[src/rtl/simplified_fp_pkg.sv]
// Shared definitions for the 13-bit simplified floating-point format:
// 1 sign bit, 4-bit unsigned exponent, 8-bit normalized fraction.
package simplified_fp_pkg;

   localparam int unsigned EXP_W  = 4;
   localparam int unsigned FRAC_W = 8;
   localparam int unsigned W      = 1 + EXP_W + FRAC_W;
   localparam int unsigned KEY_W  = EXP_W + FRAC_W;

   typedef logic [W-1:0]      fp_t;
   typedef logic [EXP_W-1:0]  exp_t;
   typedef logic [FRAC_W-1:0] frac_t;
   typedef logic [KEY_W-1:0]  key_t;

   function automatic logic fp_sign(input fp_t x);
      return x[W-1];
   endfunction

   function automatic exp_t fp_exp(input fp_t x);
      return x[W-2:FRAC_W];
   endfunction

   function automatic frac_t fp_frac(input fp_t x);
      return x[FRAC_W-1:0];
   endfunction

   // A zero fraction means zero, whatever the exponent or sign.
   function automatic logic is_zero(input fp_t x);
      return fp_frac(x) == '0;
   endfunction

   // Magnitude key {exp, frac}; zeros collapse to 0 so +0 == -0.
   function automatic key_t fp_key(input fp_t x);
      return is_zero(x) ? '0 : {fp_exp(x), fp_frac(x)};
   endfunction

endpackage

[src/rtl/simplified_fp_gt_if.sv]
// Operand/result bundle for the simplified FP greater-than comparator.
interface simplified_fp_gt_if #(
   parameter int unsigned W = simplified_fp_pkg::W
);
   logic         in_valid;
   logic [W-1:0] a;
   logic [W-1:0] b;
   logic         gt;
   logic         out_valid;

   modport master (output in_valid, a, b, input gt, out_valid);
   modport slave  (input in_valid, a, b, output gt, out_valid);
endinterface

[src/rtl/simplified_fp_gt_mag_cmp.sv]
// Combinational unsigned magnitude-key comparator.
module fp_mag_cmp #(
   parameter int unsigned KEY_W = simplified_fp_pkg::KEY_W
) (
   input  logic [KEY_W-1:0] ka,
   input  logic [KEY_W-1:0] kb,
   output logic             k_gt,
   output logic             k_lt
);

   // Plain unsigned ordering of the two keys.
   always_comb begin
      k_gt = (ka > kb);
      k_lt = (ka < kb);
   end

endmodule

[src/rtl/simplified_fp_gt.sv]
// Registered "a > b" for the simplified FP format, one cycle of latency.
module simplified_fp_gt #(
   parameter int unsigned EXP_W  = simplified_fp_pkg::EXP_W,
   parameter int unsigned FRAC_W = simplified_fp_pkg::FRAC_W
) (
   input  logic             clk,
   input  logic             reset,
   simplified_fp_gt_if.slave bus
);
   import simplified_fp_pkg::*;

   localparam int unsigned MAG_W = EXP_W + FRAC_W;

   logic             za, zb, sa, sb;
   logic [MAG_W-1:0] ka, kb;
   logic             k_gt, k_lt;
   logic             gt_d;

   // Field split with zero operands forced to key 0.
   always_comb begin
      za = is_zero(bus.a);
      zb = is_zero(bus.b);
      sa = fp_sign(bus.a);
      sb = fp_sign(bus.b);
      ka = fp_key(bus.a);
      kb = fp_key(bus.b);
   end

   fp_mag_cmp #(.KEY_W(MAG_W)) u_mag_cmp (
      .ka   (ka),
      .kb   (kb),
      .k_gt (k_gt),
      .k_lt (k_lt)
   );

   // Sign steering: a signed zero against a nonzero of the opposite sign is
   // still ordered correctly by the sign test, so only both-zero is special.
   always_comb begin
      gt_d = 1'b0;
      if (za && zb)
         gt_d = 1'b0;
      else if (sa != sb)
         gt_d = ~sa;
      else if (!sa)
         gt_d = k_gt;
      else
         gt_d = k_lt;
   end

   // Output registers; gt holds while no new operands arrive.
   always_ff @(posedge clk or posedge reset) begin
      if (reset) begin
         bus.gt        <= 1'b0;
         bus.out_valid <= 1'b0;
      end else begin
         bus.out_valid <= bus.in_valid;
         if (bus.in_valid)
            bus.gt <= gt_d;
      end
   end

endmodule

[src/flat_wrapper.sv]
// flat-port wrapper written by rule: the top's interface ports become plain ports
module simplified_fp_gt_flat import simplified_fp_pkg::*;
#(
   parameter int unsigned EXP_W  = simplified_fp_pkg::EXP_W,
   parameter int unsigned FRAC_W = simplified_fp_pkg::FRAC_W
)
  (clk, reset, bus_in_valid, bus_a, bus_b, bus_gt, bus_out_valid);
  simplified_fp_gt_if #(.W(13)) bus_i ();
  input  logic clk;
  input  logic reset;
  input wire logic [$bits(bus_i.in_valid)-1:0] bus_in_valid;
  input wire logic [$bits(bus_i.a)-1:0] bus_a;
  input wire logic [$bits(bus_i.b)-1:0] bus_b;
  output wire logic [$bits(bus_i.gt)-1:0] bus_gt;
  output wire logic [$bits(bus_i.out_valid)-1:0] bus_out_valid;
  assign bus_i.in_valid = bus_in_valid;
  assign bus_i.a = bus_a;
  assign bus_i.b = bus_b;
  assign bus_gt = bus_i.gt;
  assign bus_out_valid = bus_i.out_valid;
  simplified_fp_gt #(.EXP_W(EXP_W), .FRAC_W(FRAC_W)) u_core (.clk(clk), .reset(reset), .bus(bus_i));
endmodule
[config.mk]
export PLATFORM = sky130hd
export DESIGN_NAME = simplified_fp_gt_flat
export DESIGN_NICKNAME = d
export VERILOG_FILES = /design/src/rtl/simplified_fp_pkg.sv /design/src/rtl/simplified_fp_gt_if.sv /design/src/rtl/simplified_fp_gt_mag_cmp.sv /design/src/rtl/simplified_fp_gt.sv /design/src/flat_wrapper.sv
export SDC_FILE = /design/constraint.sdc
export NUM_CORES = 1
export LEC_CHECK = 0
export CORE_AREA = 2 2 39 41
export DETAILED_ROUTE_END_ITERATION = 10
export DIE_AREA = 0 0 41 43
export GPL_TIMING_DRIVEN = 0
export PLACE_DENSITY = 0.86
export RECOVER_POWER = 50
export SLEW_MARGIN = 30
export SYNTH_ARGS = -nofsm -noshare
export SYNTH_HDL_FRONTEND = slang
export SYNTH_SLANG_ARGS = --single-unit
[constraint.sdc]
create_clock -name clk -period 1.3 [get_ports clk]
set_input_delay 0.195 -clock clk [delete_from_list [all_inputs] [get_ports clk]]
set_output_delay 0.195 -clock clk [all_outputs]
set_load 0.02 [all_outputs]
==> impl_metrics.toml <==
[timing]
fmax_ghz = 0.5454
rsz0062_at_grt = "yes"
timing.final.ws_setup_ps = -533.6
finalMaxSlewViolations = 0
period_minus_slack_ps = 1834
tightest_slew_ps = 231.9
final_min_period_over_clock_period_pct = 141.0
timing.clock.skew_ps = 0
tns_ps = -533.6
setup_viol = 1
hold_viol_final = 0
maxSlewHeadroom_pct = 84.42

[global_route]
grt_pass1_vias = 588
grt_antenna_before_repair = 0
grt_pass1_wl_mm = 2.318
grt_usage_pct = 19.38
globalRoute.totalOverflow = 0
pin_count_of_the_biggest_net_entering_global_routing = 6

[pwr]
power_density_nw_per_um2 = 503.1
total_power_w = 0.0004941
peakVddDrop_v = 0.0003087
leakage_nw = 0.4452

[cells_and_area]
number_of_diodes_added_for_antenna_fixing = 0
multi_input_area_sq_um = 524.3
seq_area_sq_um = 50.05
fillerInstances = 108
stdcell_area_sq_um = 982.2
share_of_post_route_cells_with_drive_strength_above_1_pct = 41.35
stdcell_count = 120
area_growth_pct = 103.4
layout.nets = 147

[detailed_routing]
route.detailed.vias_per_inst = 5.108
wire_per_inst_um = 12.07
via_count = 613
post-route-drc-count = 0
dr.first_iter.drc_count = 3
first_pass_iters = 2
drtAntennaViolNets = 0
totalWireLength_mm = 1.448

[clock_network]
cts_made_buffers = 3
worst_skew_pair.late_latency_ps = 240
post_cts_hold_buffer_count = 0
cts_tree = "done"
clk_path_buf_depth = 2
clk_root_buffer_cell = "sky130_fd_sc_hd__clkbuf_4"
clock_sink_count = 2
cts_max_level = 1
post_cts_clock_slew_at_the_launch_and_capture_registers_of_the_worst_setup_and_hold_paths_ps = 40

[status]
run_status = "complete, but fails checks"
failed_checks = "setup timing"

[logic_synthesis]
top_ff_cell_synth = "sky130_fd_sc_hd__dfrtp_1"
post_synth.cell_area_avg_sq_um = 6.999
top_cells_by_area_synth = "sky130_fd_sc_hd__ha_1 31%, sky130_fd_sc_hd__dfrtp_1 10%, sky130_fd_sc_hd__inv_1 7.8%"
ys_top_cells_by_count = "12 x sky130_fd_sc_hd__ha_1, 10 x sky130_fd_sc_hd__inv_1, 9 x sky130_fd_sc_hd__nand2_1, 8 x sky130_fd_sc_hd__clkbuf_1"
synth_async_sr_flop_share_pct = 100.0
synth-seq-cells = 2
yosysWarnings = 0
postSynthNetCount = 110
synth_top_area_share_pct = 31.09
post-synth-top-count-cell = "sky130_fd_sc_hd__ha_1"
synth_seq_area_share_pct = 10.36
syn-instance-count = 69
synth_edf_count = 0
syn_area_sq_um = 483.0
synth_largest_area_cell = "sky130_fd_sc_hd__ha_1"
netlist-cell-type-count = 21

[placement]
buffers_on_ports = 30
post-dp-hpwl_mm = 1.085
post-place-cells = 115
postPlaceCellArea_sq_um = 838.3
detailedPlace.worstSlack_ps = -1278
gpl.final_weighted_congestion = 0.6919

[worst_setup_path]
cp.required_ps = 1460
delay_of_the_slowest_cell_on_the_worst_path_ps = 380
worstSetupPathType = "in -> reg"
worst-endpoint-arrival_ps = 1990
cell_chain_critical_path = "clkdlybuf4s15_2, clkbuf_1, ha_1, and3_4, a221o_1, a221o_1, a211oi_2, a2bb2oi_1"
critical_path.startpoint_type = "input port"
critPathCaptureType = "flip-flop"
cp_max_fo = 2
reg2regPathDepth = 3
critPathSlowestCell = "sky130_fd_sc_hd__a221o_1"
worst_path_most_repeated_cell = "sky130_fd_sc_hd__a221o_1"

[die]
row_count = 14
placeableCoreArea_sq_um = 1384
die_area_sq_um = 1763
fp.dieH_um = 43
die_width_um = 41
initial_utilization_pct = 34.90
top_level_ports = 31

[min_path]
hold_class = "in -> async"

[run]
max_cap_violations = 0
==> where the power goes <==
part / total (W) / switching [W] / leakage (nW) / internal (W)
sequential: 0.0000709 / 0.00000212 / 0.0239 / 0.0000688
clock: 0.000147 / 0.0000444 / 0.0138 / 0.000103
combinational: 0.000276 / 0.000118 / 0.407 / 0.000159
==> routing by layer <==
metal / vias up / track usage, % / part of all wire (%)
met5: - / 0 / 0
met4: 0 / 8.000 / 1.7
met3: 4 / 3.141 / 4.9
met2: 19 / 34.38 / 57
met1: 282 / 20.90 / 36
li1: 308 / - / -
==> worst paths after layout <==
path                               startpoint              endpoint  slack, ps
worst min register to register  u_core.bus.gt         u_core.bus.gt        680
min in group clk                     bus_a[0]         u_core.bus.gt        470
worst max register to register  u_core.bus.gt         u_core.bus.gt        530
worst max-delay path                 bus_a[3]         u_core.bus.gt       -530
worst min-delay path                    reset         u_core.bus.gt        250
max in group asynchronous               reset  u_core.bus.out_valid        930
==> kinds of logic after synthesis <==
group / count (synthesis) / synth area share, %
AND/OR/NAND/NOR: 26 / 27.72
buffers and inverters: 18 / 13.99
adder cells (fa/ha/maj): 12 / 31.09
AO/OA/AOI/OAI: 11 / 16.84
flip-flops: 2 / 10.36
==> layout by cell type, fill, tap and decap left out, types with 2 or more instances in the layout <==
master	netlist	layout
sky130_fd_sc_hd__a21oi_1	3	2
sky130_fd_sc_hd__a221o_1	2	2
sky130_fd_sc_hd__and2_4	0	4
sky130_fd_sc_hd__buf_2	0	6
sky130_fd_sc_hd__buf_4	0	2
sky130_fd_sc_hd__buf_6	0	6
sky130_fd_sc_hd__clkbuf_1	8	8
sky130_fd_sc_hd__clkbuf_4	0	3
sky130_fd_sc_hd__clkdlybuf4s15_2	0	2
sky130_fd_sc_hd__clkdlybuf4s50_1	0	11
sky130_fd_sc_hd__dfrtp_1	2	2
sky130_fd_sc_hd__dlygate4sd2_1	0	2
sky130_fd_sc_hd__ha_1	12	8
sky130_fd_sc_hd__ha_4	0	4
sky130_fd_sc_hd__inv_1	10	10
sky130_fd_sc_hd__nand2_1	9	3
sky130_fd_sc_hd__nand2_2	0	6
sky130_fd_sc_hd__nand3_1	2	2
sky130_fd_sc_hd__nor2_1	2	2
sky130_fd_sc_hd__nor4_4	0	4
sky130_fd_sc_hd__o21ai_0	2	2
==> critical path: cells and delay by family <==
family                     cells  cell delay [ps]
adders and majority gates      1              280
and+or+nand+nor                1              190
buffers and inverters          2              310
AOI/OAI and AO/OA              4             1020
==> state kept, by name (all words and copies together), names as in the netlist <==
signal                cells
u_core.bus.gt             1
u_core.bus.out_valid      1
==> layout make-up <==
class / instances / area share (%)
Multi-Input combinational cell: 49 / 53.38
Timing Repair Buffer: 32 / 30.32
Sequential cell: 2 / 5.096
Inverter: 10 / 3.822
Buffer: 8 / 3.057
Clock buffer: 3 / 2.293
Tap cell: 16 / 2.038
==> through the flow <==
| stage | utilization (%) | hold slack, ps |
|---|---|---|
| floorplan | - | -63.82 |
| global placement | 60.58 | 350.5 |
| detailed placement | 60.58 | 362.0 |
| CTS | 67.00 | 116.7 |
| global route | 70.98 | 268.8 |
| finish | 70.98 | 250.6 |
==> repair_timing <==
item | 4_1_cts | 5_1_grt
resized for setup | 79 | 16
setup endpoints to repair | 3 | 1
setup buffers | 2 | 1
pin swaps | 19 | 14
Power figures use the tool's default switching activity.
